==> src/rtl/ifetch_unit.sv <==
// ifetch_unit: in-order fetch stage with a PC-tag queue and a DEPTH-entry decode FIFO.
// Define MISALIGN_TRAP_EN to trap misaligned PCs into the FIFO and add id_exc_o.
module ifetch_unit #(
  parameter int          DEPTH     = 2,
  parameter logic [31:0] NOP_INSTR = 32'h0000_0013
) (
  input  logic        clk_i,
  input  logic        rst_n_i,
  input  logic [31:0] pc_i,
  output logic        pc_stall_o,
  input  logic        redirect_i,
  output logic        imem_req_valid_o,
  input  logic        imem_req_ready_i,
  output logic [31:0] imem_req_addr_o,
  input  logic        imem_rsp_valid_i,
  input  logic [31:0] imem_rsp_data_i,
  output logic        id_valid_o,
  input  logic        id_ready_i,
  output logic [31:0] id_pc_o,
  output logic [31:0] id_instr_o
`ifdef MISALIGN_TRAP_EN
  ,
  output logic        id_exc_o
`endif
);
  localparam int AW = $clog2(DEPTH);
  localparam int CW = AW + 1;
  logic [CW-1:0] outst, drop, cnt;
  logic [CW:0]   used;
  logic [AW-1:0] tq_wr, tq_rd, wr, rd;
  logic [31:0]   tq    [DEPTH];
  logic [31:0]   pc_q  [DEPTH];
  logic [31:0]   ins_q [DEPTH];
`ifdef MISALIGN_TRAP_EN
  logic [DEPTH-1:0] exc_q;
`endif
  logic room, mis, acc, xpush, keep, push, pop;
  // outst counts every in-flight request, including those marked for dropping
  always_comb begin
    used = {1'b0, outst} + {1'b0, cnt};
    room = rst_n_i & ~redirect_i & (used < (CW+1)'(DEPTH));
`ifdef MISALIGN_TRAP_EN
    mis = |pc_i[1:0];
    imem_req_addr_o = pc_i;
`else
    mis = 1'b0;
    imem_req_addr_o = {pc_i[31:2], 2'b00};
`endif
    imem_req_valid_o = room & ~mis;
    acc = imem_req_valid_o & imem_req_ready_i;
    xpush = room & mis & ~|outst;
    pc_stall_o = ~(acc | xpush | (rst_n_i & redirect_i));
    keep = imem_rsp_valid_i & ~redirect_i & ~|drop;
    push = xpush | keep;
    id_valid_o = |cnt;
    pop = id_valid_o & id_ready_i & ~redirect_i;
    id_pc_o = id_valid_o ? pc_q[rd] : '0;
    id_instr_o = id_valid_o ? ins_q[rd] : NOP_INSTR;
`ifdef MISALIGN_TRAP_EN
    id_exc_o = id_valid_o & exc_q[rd];
`endif
  end
  always_ff @(posedge clk_i or negedge rst_n_i) begin
    if (!rst_n_i) begin
      outst <= '0;
      drop  <= '0;
      cnt   <= '0;
      tq_wr <= '0;
      tq_rd <= '0;
      wr    <= '0;
      rd    <= '0;
    end else begin
      if (acc) tq_wr <= tq_wr + AW'(1);
      if (imem_rsp_valid_i) tq_rd <= tq_rd + AW'(1);
      outst <= outst + CW'(acc) - CW'(imem_rsp_valid_i);
      if (redirect_i) begin
        drop <= outst - CW'(imem_rsp_valid_i);
        cnt  <= '0;
        wr   <= '0;
        rd   <= '0;
      end else begin
        if (imem_rsp_valid_i && |drop) drop <= drop - CW'(1);
        cnt <= cnt + CW'(push) - CW'(pop);
        if (push) wr <= wr + AW'(1);
        if (pop) rd <= rd + AW'(1);
      end
    end
  end
  always_ff @(posedge clk_i) begin
    if (acc) tq[tq_wr] <= pc_i;
    if (push && !redirect_i) begin
      pc_q[wr]  <= xpush ? pc_i : tq[tq_rd];
      ins_q[wr] <= xpush ? NOP_INSTR : imem_rsp_data_i;
`ifdef MISALIGN_TRAP_EN
      exc_q[wr] <= xpush;
`endif
    end
  end
endmodule

==> config.mk <==
export PLATFORM = sky130hd
export DESIGN_NAME = ifetch_unit
export DESIGN_NICKNAME = d
export VERILOG_FILES = /design/src/rtl/ifetch_unit.sv
export SDC_FILE = /design/constraint.sdc
export NUM_CORES = 1
export LEC_CHECK = 0
export BUFFER_PORTS_ARGS = -buffer_cell sky130_fd_sc_hd__buf_2
export CORE_MARGIN = 2
export CORE_UTILIZATION = 50
export CTS_CLUSTER_DIAMETER = 30
export CTS_CLUSTER_SIZE = 25
export DETAILED_ROUTE_END_ITERATION = 10
export PLACE_DENSITY = 0.74
export SETUP_SLACK_MARGIN = 0.5
export SLEW_MARGIN = 0
export SYNTH_ARGS = -nofsm -noshare
export SYNTH_HDL_FRONTEND = slang
export SYNTH_SLANG_ARGS = --single-unit
==> constraint.sdc <==
create_clock -name clk_i -period 7.55 [get_ports clk_i]
set_clock_uncertainty 0.2 [all_clocks]
set_input_delay 0.3775 -clock clk_i [delete_from_list [all_inputs] [get_ports clk_i]]
set_output_delay 0.3775 -clock clk_i [all_outputs]
set_load 0.02 [all_outputs]
After elaboration in Yosys (flattened, before gate mapping)
Memories as Yosys holds them, arrays and structs flattened.
Index checks and enable logic that the tools add are counted.
- output and inout bits: 99
- bits of input ports: 70
- memories kept: 3
- memory bits (writable): 192
- flip-flop bits (word level): 10
- add/sub/neg operators: 11
- magnitude comparators: 1
- reduce and logical (&&, ||, !) cells: 9
- mux-type cells: 13
- bitwise gates (word level): 11
- memory list (memory ; words ; width ; rd ports ; clocked after memory_dff ; wr ports ; line ; source):
    ins_q ; 2 ; 32 ; 1 ; 0 ; 1 ; 33 ; logic [31:0] ins_q [DEPTH];
    pc_q ; 2 ; 32 ; 1 ; 0 ; 1 ; 32 ; logic [31:0] pc_q [DEPTH];
    tq ; 2 ; 32 ; 1 ; 0 ; 1 ; 31 ; logic [31:0] tq [DEPTH];
- operators with widths (operator ; count):
    $mux W32 ; 2
    $and A1 B1 Y1 ; 8
    $mux W1 ; 8
    $mux W2 ; 3
    $reduce_bool A2 Y1 ; 3
    $sub A2 B1 Y2 ; 3
    $add A1 B1 Y1 const B ; 4
    $add A2 B1 Y2 ; 2
    $reduce_or A2 Y1 ; 2
    $add A2 B2 Y3 ; 1
    $lt A3 B2 Y1 const B ; 1
    $logic_and A1 B1 Y1 ; 2
    $logic_not A1 Y1 ; 2
    $not A1 Y1 ; 2
    $sub A2 B1 Y2 const B ; 1
    $or A1 B1 Y1 ; 1

Longest topological paths before layout
Gate-level depths: netlist of run 1.
- depth after elaboration: 6
- mapped depth: 9
- depth with buffers taken out: 9

Least setup slack after synthesis of run 1
No wires, ideal clock.
- path kind: register -> register
- from: reg drop[0]
- to: mem ins_q[0][0] (enable)
- arrival time: 5017 ps
- buffers on the path: 0
- slack: 1768 ps
- period minus slack after synthesis: 5782 ps
- data required time: 6785 ps
- cell stages (with the launch flop): 5
- cell sequence: dfrtp_1 inv_1 ha_1 nand2_1 nor3_1
- cells in the longest elaborated chain, start to end: 6
- RTL lines (element ; line ; source):
    start, declared ; 28 ; logic [CW-1:0] outst, drop, cnt;
    start signal, assigned ; 77 ; drop <= outst - CW'(imem_rsp_valid_i);
    start signal, assigned ; 82 ; if (imem_rsp_valid_i && |drop) drop <= drop - CW'(1);
    $reduce_or A2 Y1 ; 53 ; keep = imem_rsp_valid_i & ~redirect_i & ~|drop;
    $logic_not A1 Y1 ; 53 ;
    $and A1 B1 Y1 ; 53 ;
    $logic_and A1 B1 Y1 ; 91 ; if (push && !redirect_i) begin
    $mux W1 ; 91 ;
    $mux W1 ; 93 ; ins_q[wr] <= xpush ? NOP_INSTR : imem_rsp_data_i;
    end, declared ; 33 ;
No other way between the ends.

Worst setup path after layout of run 1
- from: reg cnt[0]
- to: mem tq[0][22] (enable)
- cells in the longest elaborated chain, start to end: 6
- RTL lines (element ; line ; source):
    start, declared ; 28 ;
    start signal, assigned ; 83 ; cnt <= cnt + CW'(push) - CW'(pop);
    $add A2 B2 Y3 ; 40 ; used = {1'b0, outst} + {1'b0, cnt};
    $lt A3 B2 Y1 ; 41 ; room = rst_n_i & ~redirect_i & (used < (CW+1)'(DEPTH));
    $and A1 B1 Y1 ; 41 ;
    $and A1 B1 Y1 ; 50 ; acc = imem_req_valid_o & imem_req_ready_i;
    $mux W1 ; 90 ; if (acc) tq[tq_wr] <= pc_i;
    $mux W1 (not written as such) ; 90 ;
    end, declared ; 31 ;
No other way between the ends.

==> impl_metrics.json, run 1 <==
{
  "synthCells": 460,
  "cpPeakStageDelay_ps": 790,
  "synthArstFlopShare": 0.0495,
  "hp-class": "in2reg",
  "area_growth_pct": 34.1,
  "insertion_delay_ps": 500,
  "layout.nets": 761,
  "vias_per_cell": 4.85,
  "final_cell_area_sq_mm": 0.0107,
  "timing.final.crit_share": 0.400,
  "routedWlPerCell_um": 16.7,
  "finalWorstSetupSlack_ps": 4530,
  "worstPathMaxFanout": 32,
  "track_usage": 0.179,
  "hpwl_um": 8070,
  "period_minus_slack_ps": 3020,
  "seqPwrFrac": 0.398,
  "drtAntennaViolNets": 0,
  "nFillCells": 1042,
  "internal-power_mw": 2.68,
  "grt_max_degree": 66,
  "antenna_found_initial": 0,
  "worst_slew_pin_slew_ps": 1180,
  "grt_use_met1": 0.208,
  "synth.avg_cell_area_sq_um": 17.3,
  "cp_data_arrival_time_ps": 2930,
  "busiest_layer": "met2",
  "synth_edf_count": 192,
  "core-area_sq_mm": 0.0157,
  "yosys-top-cells-area": "edfxtp_1 (72%), mux2i_1 (8.2%), mux2_2 (4.5%)",
  "dpl_cell_area_sq_mm": 0.00876,
  "overflow": 0,
  "via_count": 4515,
  "drv_cap": 0,
  "met3_usage": 0.0541,
  "htreeDepth": 2,
  "drv_slew": 0,
  "drt_iter0_drc": 219,
  "setup_tns_ps": 0,
  "postCtsSetupRepairBufs": 0,
  "pwr-share-comb": 0.161,
  "dp_slack_ps": 4500,
  "die_h_um": 130,
  "crit_slowest_cell": "nor2_4",
  "dr.pass1.iters": 4,
  "io_pins": 169,
  "clockPowerShare": 0.441,
  "dieWidth_um": 130,
  "grt_pass1_vias": 4665,
  "fmax_ghz": 0.331,
  "path_buf_inv": 1,
  "start_util": 0.506,
  "num_rows": 46,
  "tritoncts": "built",
  "die_area_sq_mm": 0.0169,
  "ys_types": 25,
  "hold_viol": 0,
  "routed_wl_um": 15500,
  "register_area_sq_mm": 0.00602,
  "numCtsBuffers": 37,
  "critPathKind": "reg2reg",
  "synth_top_cell_area_share": 0.725,
  "multi_input_area_sq_mm": 0.00160,
  "cpLargestDelayFamily": "simple AND/OR/NAND/NOR gates",
  "ys.flop_type": "edfxtp_1",
  "relSlewSlack": 0.215,
  "cp.required_ps": 7460,
  "leakagePower_nw": 4.03,
  "clock-sinks": 202,
  "synth_seq_area_share": 0.756,
  "netSwitchingPower_mw": 0.956,
  "synth-seq-cells": 202,
  "clkTransAtPathRegs_ps": 50,
  "ir_drop_uv": 196,
  "drc": 0,
  "path_cells": "inv_1, nor2_1, fa_1, nor4b_4, nand2_2, nor2_4",
  "clockRootBuffer": "clkbuf_16",
  "yosysTopAreaCell": "edfxtp_1",
  "n_antenna_cell": 0,
  "io_buffers": 166,
  "setup_viol": 0,
  "met2_usage": 0.312,
  "powerDensity_mw_per_mm2": 341,
  "drive_gt1_frac": 0.377,
  "end_kind": "register",
  "grt_pass1_wl_um": 23200,
  "reg2reg_slack_ps": 4530,
  "rsz0062_at_grt": "no",
  "worstSetupStartpointType": "register",
  "status": "complete, no violations",
  "gp_congestion": 0.703,
  "clock_path_buffers": 3,
  "power_switching_share": 0.263,
  "synth_area_sq_mm": 0.00795,
  "synth_warnings": 0
}
[cells by family (layout without fill, tap and decap cells)]
family / count (synthesis) / in the layout / share of synthesized area
compound gates: 4 / 4 / 0.00362
xor+xnor: 11 / 11 / 0.0121
fa+ha+maj: 6 / 6 / 0.0104
buf+inv: 56 / 309 / 0.0461
flops: 202 / 202 / 0.756
mux: 97 / 97 / 0.127
other cells: 1 / 2 / 0.000472
simple gates: 83 / 83 / 0.0437
[per-stage QoR]
step                      instances  utilization  total power [mW]  hold slack [ps]
after floorplan                 461            -              1.86             -118
after global routing            930        0.679              3.79             35.4
final                           930        0.679              3.64             34.6
after CTS                       930        0.679              3.67             16.9
after global placement          796        0.558              2.00             57.7
after detailed placement        796        0.558              2.03             66.2
[sequential cells by signal, indices dropped and copies added, names as in the netlist]
signal,cells
cnt,2
drop,2
ins_q,64
outst,2
pc_q,64
rd,1
tq,64
tq_rd,1
tq_wr,1
wr,1
[power groups by stage]
| stage | registers (mW) | clock network, mW | logic [mW] |
|---|---|---|---|
| after floorplan | 1.40 | 0 | 0.464 |
| after global placement | 1.46 | 0 | 0.541 |
| after detailed placement | 1.47 | 0 | 0.556 |
| after CTS | 1.45 | 1.63 | 0.587 |
| after global routing | 1.46 | 1.69 | 0.635 |
| final | 1.45 | 1.61 | 0.585 |
[cell type report]
class,count,area share
sequential,202,0.565
multi-input combinational,203,0.150
timing repair buffer,235,0.142
clock buffer,42,0.0886
clock inverter,26,0.0275
tap,216,0.0253
inverter,6,0.00211
[placed cells by master, fill, tap and decap left out, drive strengths merged, types with 2 or more instances in the layout]
cell type    synthesis  routed
dlygate4sd3          0      66
edfxtp             192     192
clkinv               0      14
mux2i               65      65
clkbuf               1      42
xnor2                7       7
ha                   5       5
bufinv               0       5
nor2b                3       3
conb                 1       2
mux2                32      32
nand2                6       6
nor2                70      70
dfrtp               10      10
buf                 49     169
xor2                 4       4
clkinvlp             0       5
inv                  6       8
[timing repair]
action                                 CTS  global route
hold buffers                            66             0
resized for setup                        0             0
endpoints found under the hold margin  139             0
[worst min-delay path, cell delays in order]
cell,delay (ps)
buf_2,120
nand2_2,110
xnor2_1,70
[Yosys cell counts (all sizes together) (3+ instances only)]
cell type    n
nand2        6
edfxtp     192
nor2b        3
inv          6
xnor2        7
dfrtp       10
nor2        70
buf         49
xor2         4
ha           5
mux2i       65
mux2        32
[metal layers]
| layer | wire length (um) | vias to the layer above | share of wire |
|---|---|---|---|
| met5 | 0 | - | 0 |
| met4 | 387 | 0 | 0.025 |
| met3 | 1200 | 38 | 0.077 |
| met2 | 7590 | 181 | 0.49 |
| met1 | 6350 | 2179 | 0.41 |
| li1 | - | 2117 | - |
[path summary, 6_finish.rpt]
path                                    start                  end  depth (start not counted)
setup / recovery             cnt[0]$_DFF_PN0_  tq[0][22]$_DFFE_PP_                          6
setup reg to reg             cnt[0]$_DFF_PN0_  tq[0][22]$_DFFE_PP_                          6
max in group asynchronous             rst_n_i       rd$_DFFE_PN0P_                          2
hold reg to reg            outst[0]$_DFF_PN0_   outst[0]$_DFF_PN0_                          1
min in group asynchronous             rst_n_i    tq_wr$_DFFE_PN0P_                          2
hold / removal               imem_req_ready_i    tq_wr$_DFFE_PN0P_                          3
(Power assumes the default switching activity.)
==> run 2, diff against run 1 <==
--- a/config.mk
+++ b/config.mk
@@ -5,13 +5,14 @@
 export SDC_FILE = /design/constraint.sdc
 export NUM_CORES = 1
 export LEC_CHECK = 0
+export ABC_AREA = 1
 export BUFFER_PORTS_ARGS = -buffer_cell sky130_fd_sc_hd__buf_2
 export CORE_MARGIN = 2
-export CORE_UTILIZATION = 50
+export CORE_UTILIZATION = 49
 export CTS_CLUSTER_DIAMETER = 30
 export CTS_CLUSTER_SIZE = 25
 export DETAILED_ROUTE_END_ITERATION = 10
-export PLACE_DENSITY = 0.74
+export PLACE_DENSITY = 0.76
 export SETUP_SLACK_MARGIN = 0.5
 export SLEW_MARGIN = 0
 export SYNTH_ARGS = -nofsm -noshare
==> constraint.sdc (replaced) <==
create_clock -name clk_i -period 2.7 [get_ports clk_i]
set_clock_uncertainty 0.2 [all_clocks]
set_input_delay 0.135 -clock clk_i [delete_from_list [all_inputs] [get_ports clk_i]]
set_output_delay 0.135 -clock clk_i [all_outputs]
set_load 0.02 [all_outputs]
==> impl_metrics.json, run 2 <==
{
  "synth_area_sq_mm": 0.00805,
  "setup_viol": 0,
  "synth.avg_cell_area_sq_um": 14.4,
  "num_rows": 46,
  "leakagePower_nw": 4.47,
  "critPathKind": "reg2reg",
  "routedWlPerCell_um": 17.6,
  "die_h_um": 132,
  "start_util": 0.503,
  "fmax_ghz": 0.420,
  "synth_edf_count": 192,
  "met2_usage": 0.348,
  "insertion_delay_ps": 490,
  "overflow": 0,
  "top_regs": "ins_q (64), pc_q (64), tq (64)",
  "track_usage": 0.201,
  "dr.pass1.iters": 5,
  "hp-class": "in2reg",
  "drc": 0,
  "ys_types": 28,
  "numCtsBuffers": 35,
  "io_pins": 169,
  "die_area_sq_mm": 0.0175,
  "mostFrequentLayoutCells": "edfxtp_1 (192), buf_2 (164), nand2_1 (146)",
  "powerDensity_mw_per_mm2": 956,
  "drtAntennaViolNets": 0,
  "layout.nets": 876,
  "cp.required_ps": 2690,
  "grt_pass1_wl_um": 27500,
  "worst_slew_pin_slew_ps": 872,
  "met3_usage": 0.0531,
  "setup_tns_ps": 0,
  "clock-sinks": 202,
  "drv_cap": 0,
  "drive_gt1_frac": 0.366,
  "synth_top_cell_area_share": 0.716,
  "cp_data_arrival_time_ps": 2370,
  "vias_per_cell": 5.08,
  "gp_congestion": 0.813,
  "synthCells": 558,
  "layout_commonest_cell": "edfxtp_1",
  "clockRootBuffer": "clkbuf_16",
  "worstSetupStartpointType": "register",
  "status": "complete, no violations",
  "synthArstFlopShare": 0.0495,
  "grt_use_met1": 0.240,
  "internal-power_mw": 7.71,
  "yosys-top-cells-area": "edfxtp_1 (72%), nand2_1 (6.9%), a21oi_1 (4.0%)",
  "grt_pass1_vias": 5425,
  "antenna_found_initial": 1,
  "relSlewSlack": 0.419,
  "tritoncts": "built",
  "synth_seq_area_share": 0.747,
  "clockPowerShare": 0.424,
  "grt_max_degree": 66,
  "hold_viol": 0,
  "pwr-share-comb": 0.199,
  "drt_iter0_drc": 363,
  "seqPwrFrac": 0.376,
  "clkTransAtPathRegs_ps": 50,
  "htreeDepth": 2,
  "via_count": 5289,
  "crit_slowest_cell": "fa_2",
  "path_cells": "nand2_1, inv_2, fa_2, nor2_4, buf_4, nand4_1, clkinvlp_4, buf_12",
  "timing.final.crit_share": 0.882,
  "end_kind": "register",
  "dieWidth_um": 132,
  "yosysMostFrequentCell": "edfxtp_1",
  "routed_wl_um": 18400,
  "rsz0062_at_grt": "yes",
  "cpPeakStageDelay_ps": 480,
  "ys.flop_type": "edfxtp_1",
  "synth-seq-cells": 202,
  "io_buffers": 166,
  "core-area_sq_mm": 0.0160,
  "busiest_layer": "met2",
  "hold_ws_ps": 175,
  "drv_slew": 0,
  "hpwl_um": 10100,
  "period_minus_slack_ps": 2380,
  "synthTopCellsByCount": "edfxtp_1 (192), nand2_1 (148), a21oi_1 (64)",
  "yosysTopAreaCell": "edfxtp_1",
  "synth_warnings": 0,
  "ir_drop_uv": 742,
  "clock_path_buffers": 3,
  "netSwitchingPower_mw": 2.92,
  "area_growth_pct": 38.0,
  "worstPathMaxFanout": 23,
  "power_switching_share": 0.274
}
## run 2: logic make-up (layout without fill, tap and decap cells)
kind of cell / after synthesis / in the layout / synth area share
flops: 202 / 202 / 0.747
simple gates: 170 / 170 / 0.0837
buf+inv: 76 / 342 / 0.0634
compound gates: 68 / 68 / 0.0424
mux: 32 / 32 / 0.0494
fa+ha+maj: 6 / 6 / 0.0103
xor+xnor: 3 / 3 / 0.00326
other cells: 1 / 3 / 0.000466
## run 2: repair_timing
| item | CTS | global route |
|---|---|---|
| gates cloned | 0 | 5 |
| hold endpoints to repair | 148 | 0 |
| endpoints found under the setup margin | 113 | 100 |
| buffers inserted | 5 | 4 |
| pin swaps | 6 | 4 |
| hold buffers | 70 | 0 |
| gates resized for setup | 25 | 8 |
## run 2: layer usage
metal  wire length, um  up-vias
met2              9330      270
met4               370        0
li1                  -     2443
met5                 0        -
met3              1510       30
met1              7180     2546
## run 2: per-stage QoR
stage	utilization	total power [mW]	worst slack, ps	cells	instance area, sq um
floorplan	-	5.36	326	559	8090
global placement	0.555	5.76	404	895	8880
detailed placement	0.555	5.84	253	895	8880
CTS	0.683	10.6	338	1032	10900
global route	0.695	11.1	261	1042	11100
finish	0.695	10.6	319	1042	11100
## run 2: power by group through the flow
stage / Combinational, mW / Sequential, mW / Clock [mW]
floorplan: 1.44 / 3.92 / 0
global placement: 1.73 / 4.03 / 0
detailed placement: 1.80 / 4.05 / 0
CTS: 2.01 / 3.99 / 4.58
global route: 2.28 / 4.02 / 4.75
finish: 2.12 / 4.00 / 4.51
## run 2: critical path: cells and delay by family, from the launching register on
family	cells	cell delay, ps
adders and majority gates	1	480
buffers and inverters	4	560
and+or+nand+nor	3	430
DFF	1	390
## run 2: layout make-up
class	count	area, sq um
Tap cell	216	270
Fill cell	1018	4880
Multi-Input combinational cell	281	1610
Timing Repair Buffer	261	1900
Inverter	19	87.6
Antenna cell	1	2.50
Sequential cell	202	6020
Clock buffer	42	933
Clock inverter	20	290
## run 2: final timing paths
path | from | end | slack (ps) | cells past startpoint
max | outst[0]$_DFF_PN0_ | tq[0][15]$_DFFE_PP_ | 320 | 8
min | pc_i[6] | tq[0][6]$_DFFE_PP_ | 180 | 2
max reg2reg | outst[0]$_DFF_PN0_ | tq[0][15]$_DFFE_PP_ | 320 | 8
min reg2reg | drop[0]$_DFFE_PN0P_ | drop[0]$_DFFE_PN0P_ | 300 | 2
max in group asynchronous | rst_n_i | tq_rd$_DFFE_PN0P_ | 1430 | 3
min in group asynchronous | rst_n_i | drop[0]$_DFFE_PN0P_ | 500 | 3
==> run 3, diff against run 2 <==
--- a/config.mk
+++ b/config.mk
@@ -8,11 +8,11 @@
 export ABC_AREA = 1
 export BUFFER_PORTS_ARGS = -buffer_cell sky130_fd_sc_hd__buf_2
 export CORE_MARGIN = 2
-export CORE_UTILIZATION = 49
+export CORE_UTILIZATION = 50
 export CTS_CLUSTER_DIAMETER = 30
 export CTS_CLUSTER_SIZE = 25
 export DETAILED_ROUTE_END_ITERATION = 10
-export PLACE_DENSITY = 0.76
+export PLACE_DENSITY = 0.74
 export SETUP_SLACK_MARGIN = 0.5
 export SLEW_MARGIN = 0
 export SYNTH_ARGS = -nofsm -noshare
==> constraint.sdc (replaced) <==
create_clock -name clk_i -period 2.2 [get_ports clk_i]
set_clock_uncertainty 0.2 [all_clocks]
set_input_delay 0.11 -clock clk_i [delete_from_list [all_inputs] [get_ports clk_i]]
set_output_delay 0.11 -clock clk_i [all_outputs]
set_load 0.02 [all_outputs]
==> impl_metrics.json, run 3 (synthesis gave the netlist of run 2 again) <==
{
  "drv_slew": 0,
  "status": "finished with violations",
  "relSlewSlack": 0.609,
  "reg2reg_from": "outst[0]$_DFF_PN0_",
  "setup_viol": 134,
  "hpwl_um": 9960,
  "grt_pass1_wl_um": 34900,
  "num_rows": 46,
  "clockRootBuffer": "clkbuf_16",
  "io_pins": 169,
  "die_area_sq_mm": 0.0171,
  "clockPowerShare": 0.399,
  "crit_slowest_cell": "fa_2",
  "insertion_delay_ps": 520,
  "power_switching_share": 0.299,
  "start_util": 0.509,
  "worstSetupStartpoint": "outst[0]$_DFF_PN0_",
  "dp_slack_ps": -68.6,
  "dr.pass1.iters": 5,
  "fmax_ghz": 0.400,
  "tritoncts": "built",
  "dpl_cell_area_sq_mm": 0.00904,
  "worstPathMaxFanout": 2,
  "grt_max_degree": 39,
  "worstSetupStartpointType": "register",
  "path_buf_inv": 3,
  "final_cell_area_sq_mm": 0.0134,
  "leakagePower_nw": 5.30,
  "antenna_found_initial": 1,
  "drc": 0,
  "hp-class": "in2reg",
  "clock-sinks": 202,
  "track_usage": 0.285,
  "cp.required_ps": 2400,
  "vias_per_cell": 5.34,
  "worstHoldStart": "redirect_i",
  "routedWlPerCell_um": 23.8,
  "period_minus_slack_ps": 2500,
  "numCtsBuffers": 41,
  "netSwitchingPower_mw": 4.73,
  "overflow": 0,
  "dieWidth_um": 131,
  "cpLargestDelayFamily": "simple AND/OR/NAND/NOR gates",
  "critPathKind": "reg2reg",
  "fin_cells": 1131,
  "drive_gt1_frac": 0.482,
  "hold_viol": 0,
  "mostFrequentLayoutCells": "edfxtp_1 (192), nand2_1 (143), buf_2 (107)",
  "end_kind": "register",
  "seqPwrFrac": 0.307,
  "drv_cap": 0,
  "pwr-share-comb": 0.295,
  "violations": "setup timing",
  "io_buffers": 166,
  "routed_wl_um": 26900,
  "path_cells": "nand2_1, inv_2, fa_2, nor2_4, nand3_2, buf_6, nand2_2, nand2_1, ha_2, xnor2_2, inv_1, nand2_1, nand2_1",
  "drtAntennaViolNets": 0,
  "finalWorstSetupSlack_ps": -303,
  "clkTransAtPathRegs_ps": 50,
  "htreeDepth": 2,
  "place_inst": 903,
  "layout_commonest_cell": "edfxtp_1",
  "top_regs": "ins_q (64), pc_q (64), tq (64)",
  "area_growth_pct": 66.9,
  "grt_pass1_vias": 6218,
  "die_h_um": 131,
  "core-area_sq_mm": 0.0158,
  "drt_iter0_drc": 361,
  "setup_tns_ps": -24650,
  "cpPeakStageDelay_ps": 460,
  "clock_path_buffers": 3,
  "rsz0062_at_grt": "yes",
  "timing.final.crit_share": 1.14,
  "gp_congestion": 0.807,
  "path_common_cell": "nand2_1",
  "layout.nets": 957,
  "via_count": 6043,
  "powerDensity_mw_per_mm2": 1180,
  "worst_slew_pin_slew_ps": 584,
  "internal-power_mw": 11.1,
  "ir_drop_uv": 896,
  "cp_data_arrival_time_ps": 2700
}
==> run 3: cell types whose count changed in the layout (fill, tap and decap cells not counted), moves of 6 or more <==
cell / before / now
a21oi_4: 0 / 16
buf_4: 13 / 33
clkinv_1: 1 / 7
nand3_2: 0 / 6
buf_12: 6 / 26
buf_6: 2 / 63
buf_16: 1 / 27
clkbuf_16: 40 / 47
a21oi_2: 1 / 25
a21oi_1: 63 / 23
buf_2: 164 / 107
==> run 3: final cells by class <==
| type | count | area [sq um] |
|---|---|---|
| fill | 689 | 2390 |
| antenna | 1 | 2.50 |
| timing repair buffer | 336 | 3690 |
| tap | 216 | 270 |
| clock inverter | 33 | 363 |
| inverter | 19 | 82.6 |
| clock buffer | 43 | 1050 |
| multi-input combinational | 281 | 1960 |
| sequential | 202 | 6020 |
==> run 3: through the flow <==
step / utilization / hold WS, ps / total power [mW]
floorplan: - / -386 / 6.60
global placement: 0.571 / -155 / 7.23
detailed placement: 0.571 / -149 / 7.32
finish: 0.849 / 64.5 / 15.8
CTS: 0.815 / 14.3 / 15.1
global route: 0.849 / 66.1 / 16.3
==> run 3: routing by layer <==
metal / vias up / global-route usage / wire [um]
met3: 69 / 0.0717 / 2020
met4: 0 / 0.111 / 1070
met1: 2990 / 0.317 / 9550
met5: - / 0 / 0
li1: 2622 / - / -
met2: 362 / 0.526 / 14200
==> run 3: worst paths after layout <==
check                                      to  slack [ps]  cells past startpoint
setup / recovery           outst[1]$_DFF_PN0_        -300                     13
hold / removal             outst[0]$_DFF_PN0_          60                      5
setup reg to reg           outst[1]$_DFF_PN0_        -300                     13
hold reg to reg             tq_wr$_DFFE_PN0P_         330                      2
max in group asynchronous   tq_rd$_DFFE_PN0P_         750                      4
min in group asynchronous  outst[1]$_DFF_PN0_         610                      4
==> run 3: what timing repair did <==
item | 4_1_cts | 5_1_grt
gates resized for setup | 161 | 85
hold buffers | 71 | 0
pin swaps | 10 | 14
cloned | 28 | 5
setup buffers | 37 | 10
hold endpoints to repair | 148 | 0
endpoints found under the setup margin | 246 | 291
==> run 3: worst min-delay path, stage by stage <==
cell and delay [ps]:
buf_2 160, nor2_2 70, nand4_1 80, nand2_1 60, ha_2 250
==> run 3: power by group through the flow <==
stage / clock (mW) / combinational [mW] / sequential, mW
2_1_floorplan: 0 / 1.79 / 4.81
3_3_place_gp: 0 / 2.37 / 4.86
3_5_place_dp: 0 / 2.45 / 4.88
4_1_cts: 6.27 / 4.06 / 4.81
5_1_grt: 6.53 / 4.86 / 4.86
6_report: 6.30 / 4.66 / 4.85
